[src/rtl/vco_sar_calibrator.sv]
// SAR calibration controller for the PLL VCO: restarts the VCO per trial and counts its edges over a window.
// Optional lock verification trial is built when VCO_CAL_LOCK_CHECK_EN is defined.
module vco_sar_calibrator #(
  parameter int unsigned CTRL_W = 10,
  parameter int unsigned CNT_W  = 12,
  parameter int unsigned WINDOW = 256,
  parameter int unsigned SETTLE = 16
`ifdef VCO_CAL_LOCK_CHECK_EN
  , parameter int unsigned LOCK_TOL = 2
`endif
) (
  input  logic              clk,
  input  logic              reset,
  input  logic              start,
  input  logic              abort,
  input  logic [CNT_W-1:0]  target_count,
  input  logic              vco_clock_in,
  output logic [CTRL_W-1:0] vco_ctrl,
  output logic              vco_reset,
  output logic [CTRL_W-1:0] cal_code,
  output logic [CNT_W-1:0]  last_count,
  output logic              busy,
  output logic              done,
  output logic              locked
);

  localparam int unsigned T_MAX = (WINDOW > SETTLE) ? WINDOW : SETTLE;
  localparam int unsigned TMR_W = $clog2(T_MAX + 1);
  localparam int unsigned IDX_W = (CTRL_W > 1) ? $clog2(CTRL_W) : 1;
  localparam logic [TMR_W-1:0] WIN_LD = TMR_W'(WINDOW - 1);
  localparam logic [TMR_W-1:0] SET_LD = TMR_W'((SETTLE == 0) ? 0 : SETTLE - 1);

  typedef enum logic [2:0] {
    S_IDLE, S_RESTART, S_SETTLE, S_MEASURE, S_DECIDE, S_DONE
  } state_t;

  state_t             r_state, w_state_nxt, w_meas_exit, w_final_exit;
  logic [CTRL_W-1:0]  r_trial, r_cal_code, w_trial_dec;
  logic [IDX_W-1:0]   r_idx;
  logic [CNT_W-1:0]   r_target, r_count, r_last_count, w_count_nxt;
  logic [TMR_W-1:0]   r_timer;
  logic               r_prev, w_edge, w_last_bit, w_abort;

  assign w_edge      = vco_clock_in & ~r_prev;
  assign w_count_nxt = (r_count == '1) ? r_count : r_count + CNT_W'(w_edge);
  assign w_trial_dec = (r_count > r_target) ? (r_trial & ~(CTRL_W'(1) << r_idx)) : r_trial;
  assign w_last_bit  = (r_idx == '0);
  assign w_abort     = abort && (r_state != S_DONE);

`ifdef VCO_CAL_LOCK_CHECK_EN
  logic r_verify, r_locked;
  // The final SAR decision loops back for one verification trial at the committed code.
  assign w_meas_exit  = r_verify ? S_DONE : S_DECIDE;
  assign w_final_exit = S_RESTART;
  assign locked       = r_locked;
`else
  assign w_meas_exit  = S_DECIDE;
  assign w_final_exit = S_DONE;
  assign locked       = done;
`endif

  always_comb begin
    w_state_nxt = r_state;
    case (r_state)
      S_IDLE:    if (start) w_state_nxt = S_RESTART;
      S_RESTART: w_state_nxt = (SETTLE == 0) ? S_MEASURE : S_SETTLE;
      S_SETTLE:  if (r_timer == '0) w_state_nxt = S_MEASURE;
      S_MEASURE: if (r_timer == '0) w_state_nxt = w_meas_exit;
      S_DECIDE:  w_state_nxt = w_last_bit ? w_final_exit : S_RESTART;
      S_DONE:    if (start) w_state_nxt = S_RESTART;
      default:   w_state_nxt = S_IDLE;
    endcase
    if (w_abort) w_state_nxt = S_IDLE;
  end

  always_ff @(posedge clk or posedge reset) begin
    if (reset) begin
      r_state      <= S_IDLE;
      r_trial      <= '0;
      r_cal_code   <= '0;
      r_idx        <= '0;
      r_target     <= '0;
      r_count      <= '0;
      r_last_count <= '0;
      r_timer      <= '0;
      r_prev       <= 1'b0;
`ifdef VCO_CAL_LOCK_CHECK_EN
      r_verify     <= 1'b0;
      r_locked     <= 1'b0;
`endif
    end else begin
      r_state <= w_state_nxt;
      r_prev  <= vco_clock_in;
      if (!w_abort) begin
        case (r_state)
          S_IDLE, S_DONE: begin
            if (w_state_nxt == S_RESTART) begin
              r_target <= target_count;
              r_idx    <= IDX_W'(CTRL_W - 1);
              r_trial  <= CTRL_W'(1) << (CTRL_W - 1);
`ifdef VCO_CAL_LOCK_CHECK_EN
              r_verify <= 1'b0;
              r_locked <= 1'b0;
`endif
            end
          end
          S_RESTART: begin
            r_count <= '0;
            r_timer <= (SETTLE == 0) ? WIN_LD : SET_LD;
          end
          S_SETTLE: r_timer <= (r_timer == '0) ? WIN_LD : r_timer - TMR_W'(1);
          S_MEASURE: begin
            r_count <= w_count_nxt;
            if (r_timer != '0) r_timer <= r_timer - TMR_W'(1);
`ifdef VCO_CAL_LOCK_CHECK_EN
            if (r_timer == '0 && r_verify) begin
              r_last_count <= w_count_nxt;
              r_locked     <= (w_count_nxt <= r_target) &&
                              ((r_target - w_count_nxt) <= CNT_W'(LOCK_TOL));
            end
`endif
          end
          S_DECIDE: begin
            r_last_count <= r_count;
            if (!w_last_bit) begin
              r_trial <= w_trial_dec | (CTRL_W'(1) << (r_idx - IDX_W'(1)));
              r_idx   <= r_idx - IDX_W'(1);
            end else begin
              r_trial    <= w_trial_dec;
              r_cal_code <= w_trial_dec;
`ifdef VCO_CAL_LOCK_CHECK_EN
              r_verify   <= 1'b1;
`endif
            end
          end
          default: ;
        endcase
      end
`ifdef VCO_CAL_LOCK_CHECK_EN
      if (abort) r_locked <= 1'b0;
`endif
    end
  end

  assign busy       = (r_state != S_IDLE) && (r_state != S_DONE);
  assign done       = (r_state == S_DONE);
  assign vco_reset  = reset | (r_state == S_RESTART);
  assign vco_ctrl   = busy ? r_trial : r_cal_code;
  assign cal_code   = r_cal_code;
  assign last_count = r_last_count;

endmodule

[config.mk]
export PLATFORM = sky130hd
export DESIGN_NAME = vco_sar_calibrator
export DESIGN_NICKNAME = d
export VERILOG_FILES = /design/src/rtl/vco_sar_calibrator.sv
export SDC_FILE = /design/constraint.sdc
export NUM_CORES = 1
export LEC_CHECK = 0
export ABC_CLOCK_PERIOD_IN_PS = 2780
export CAP_MARGIN = 30
export CORE_MARGIN = 5
export CORE_UTILIZATION = 45
export DETAILED_ROUTE_END_ITERATION = 10
export GPL_TIMING_DRIVEN = 1
export HOLD_SLACK_MARGIN = 0.15
export PLACE_DENSITY = 0.65
export REMOVE_ABC_BUFFERS = 1
export SLEW_MARGIN = 20
export SYNTH_ARGS = -nofsm -noshare
export SYNTH_HDL_FRONTEND = slang
export SYNTH_SLANG_ARGS = --single-unit
export TNS_END_PERCENT = 100
[constraint.sdc]
create_clock -name clk -period 2.78 [get_ports clk]
set_input_delay 0.278 -clock clk [delete_from_list [all_inputs] [get_ports clk]]
set_output_delay 0.278 -clock clk [all_outputs]
set_load 0.05 [all_outputs]
==> impl_metrics.ini <==
[floorplanning]
placementRows = 35
initial_utilization_pct = 45.7
core-area_sq_mm = 0.00911
die_x_microns = 106
fp.dieH_microns = 106
dieArea_sq_mm = 0.0113
ios = 53

[setup_path]
start_kind = flip-flop
path_max_fanout = 11
crit_required_ps = 2500
crit_type = flip-flop to output port
crit_arrival_ps = 2410
worstSetupEndpointType = output port

[logic_synthesis]
ys_types = 62
yosysWarnings = 0
synth_area_leaders = dfrtp_1 44%, ha_1 6.6%, nand2_1 5.7%
synth_flop_cell = dfrtp_1
synth_edf_count = 0
synth_top_area_share_pct = 43.9
syn_area_per_cell_sq_um = 9.75
ys_async_sr_fraction_pct = 100
seq_area_frac_synth_pct = 43.9
yosys.area.top_type = dfrtp_1
syn-cell-area_sq_mm = 0.00416
ys_ff_latch = 73
syn_inst = 427

[layout]
stdcell_area_sq_mm = 0.00501
multi_input_area_sq_mm = 0.00206
fin_util_pct = 55.0
drive_gt1_share_pct = 14.7
final_common_cell = dfrtp_1
area_growth_pct = 20.4
finalNonFillerCells = 602
layout.nets = 525
final_cell_mix = 73 x dfrtp_1, 63 x nand2_1, 45 x clkdlybuf4s50_1
fillCellCount = 836
seqCellArea_sq_mm = 0.00183
antennaDiodeCount = 0

[global_routing]
grt_max_degree = 74
grt_pass1_vias = 3300
antenna_found_initial = 0
grt.total_usage_pct = 17.4
grt_overflow = 0
grt_pass1_wl_mm = 15.8

[flow_run]
cap_violations = 0

[timing]
worst_pin_slew_ps = 708
drv_slew = 0
fin_tns_setup_ps = 0
final.setup_skew_ps = 8.54
hold_viol_final = 0
min_period_ps = 2690
setup_viol = 0
fmax_mhz = 372
period_share_pct = 96.7
slew_headroom_pct = 52.3
whs_ps = 381

[clocking]
cts_tree = done
clk_pin_slew_ps = 80
cts-root-buf = clkbuf_8
cts.htree.levels = 3
numCtsBuffers = 9
cts-hold-fix-buffers = 0
clk_latency_ps = 360
numClockSinks = 73
clockBufferDepth = 2

[route]
drc = 0
wl_per_cell_microns = 15.2
viasPerCell = 5.46
drt_iter0_drc = 89
firstDrtPassIters = 5
wl_mm = 9.15
route.antenna.remaining_nets = 0
dr_total_vias = 3287

[hold_path]
hp-class = input port to flip-flop

[placement]
gp_congestion = 0.903
dp.cells = 585
dpl_cell_area_sq_mm = 0.00483
dp_hpwl_mm = 6.60
numPortBuffers = 52

[power_and_ir_drop]
p_per_area_mw_per_mm2 = 498
p_leak_nw = 2.28
peakVddDrop_v = 0.000264

[status]
status = completed
==> cell families (layout without fill, tap and decap cells) <==
group,after synthesis,after routing,share of synthesized area (%)
flip-flops,73,73,43.9
AND/OR/NAND/NOR,165,165,19.9
buffers and inverters,50,114,6.61
multiplexers,25,25,7.63
XOR/XNOR,11,11,2.31
adder cells (fa/ha/maj),22,22,6.61
AO/OA/AOI/OAI,81,81,13.0
==> worst paths after layout <==
kind                       slack [ps]     startpoint  cells past startpoint             to
max                                90     r_state[2]                      5    vco_ctrl[8]
min                               380   vco_clock_in                      1         r_prev
max reg2reg                       130     r_timer[0]                      9   r_target[11]
min reg2reg                       470  last_count[7]                      2  last_count[7]
max in group asynchronous        2100          reset                      3       r_idx[2]
min in group asynchronous         400          reset                      3     r_trial[7]
==> per-stage QoR <==
step | power (mW) | setup slack, ps
after global placement | 1.74 | 250
after CTS | 2.53 | 73.2
final | 2.50 | 90.9
after global routing | 2.66 | -27.0
after detailed placement | 1.76 | 170
after floorplan | 1.60 | -538
==> Yosys cell counts, types with 5 or more instances <==
cell      instances
dfrtp_1          73
nand2_1          63
inv_1            29
nor2_1           28
o21ai_0          26
ha_1             22
a21oi_1          15
mux2_2           13
nand3_1          12
nor3_1           12
mux2_4           10
xnor2_1           9
buf_6             8
nand4_1           8
a31oi_1           5
clkbuf_1          5
nand3b_1          5
nor2b_1           5
nor4_1            5
==> worst max-delay path, stage by stage (launching register included) <==
cell             delay (ps)
dfrtp_1                 500
xor2_1                  210
nor2_1                  120
buf_4                   180
mux2_2                  340
clkdlybuf4s50_1         700
==> area by class of cell <==
class                      count  share of cell area [%]
clock buffer                  12                    2.89
clock inverter                 4                   0.574
inverter                      31                    2.37
multi-input combinational    304                    41.2
sequential                    73                    36.4
tap                          111                    2.77
timing repair buffer          67                    13.8
==> routing by layer <==
metal | vias up | wire length [microns] | GRT usage [%] | share of wire [%]
met3 | 10 | 380 | 3.16 | 4.2
met1 | 1600 | 4300 | 23.2 | 47
li1 | 1634 | - | - | -
met5 | - | 0 | 0 | 0
met2 | 43 | 4360 | 28.1 | 48
met4 | 0 | 108 | 6.66 | 1.2
==> sequential cells by signal, summed over array words and instances, names as in the netlist <==
name / cells
r_prev: 1
r_trial: 10
last_count: 12
r_state: 3
r_count: 12
r_timer: 9
cal_code: 10
r_target: 12
r_idx: 4
==> power by group <==
| group | switching [mW] | internal [mW] |
|---|---|---|
| clock | 0.407 | 0.349 |
| sequential | 0.0661 | 1.16 |
| combinational | 0.264 | 0.252 |
| total | 0.737 | 1.76 |
==> repair_timing <==
item,in CTS,in global routing
setup buffers,0,1
gates resized for setup,0,1
endpoints found under the setup margin,0,10
Power figures use the tool's default switching activity.
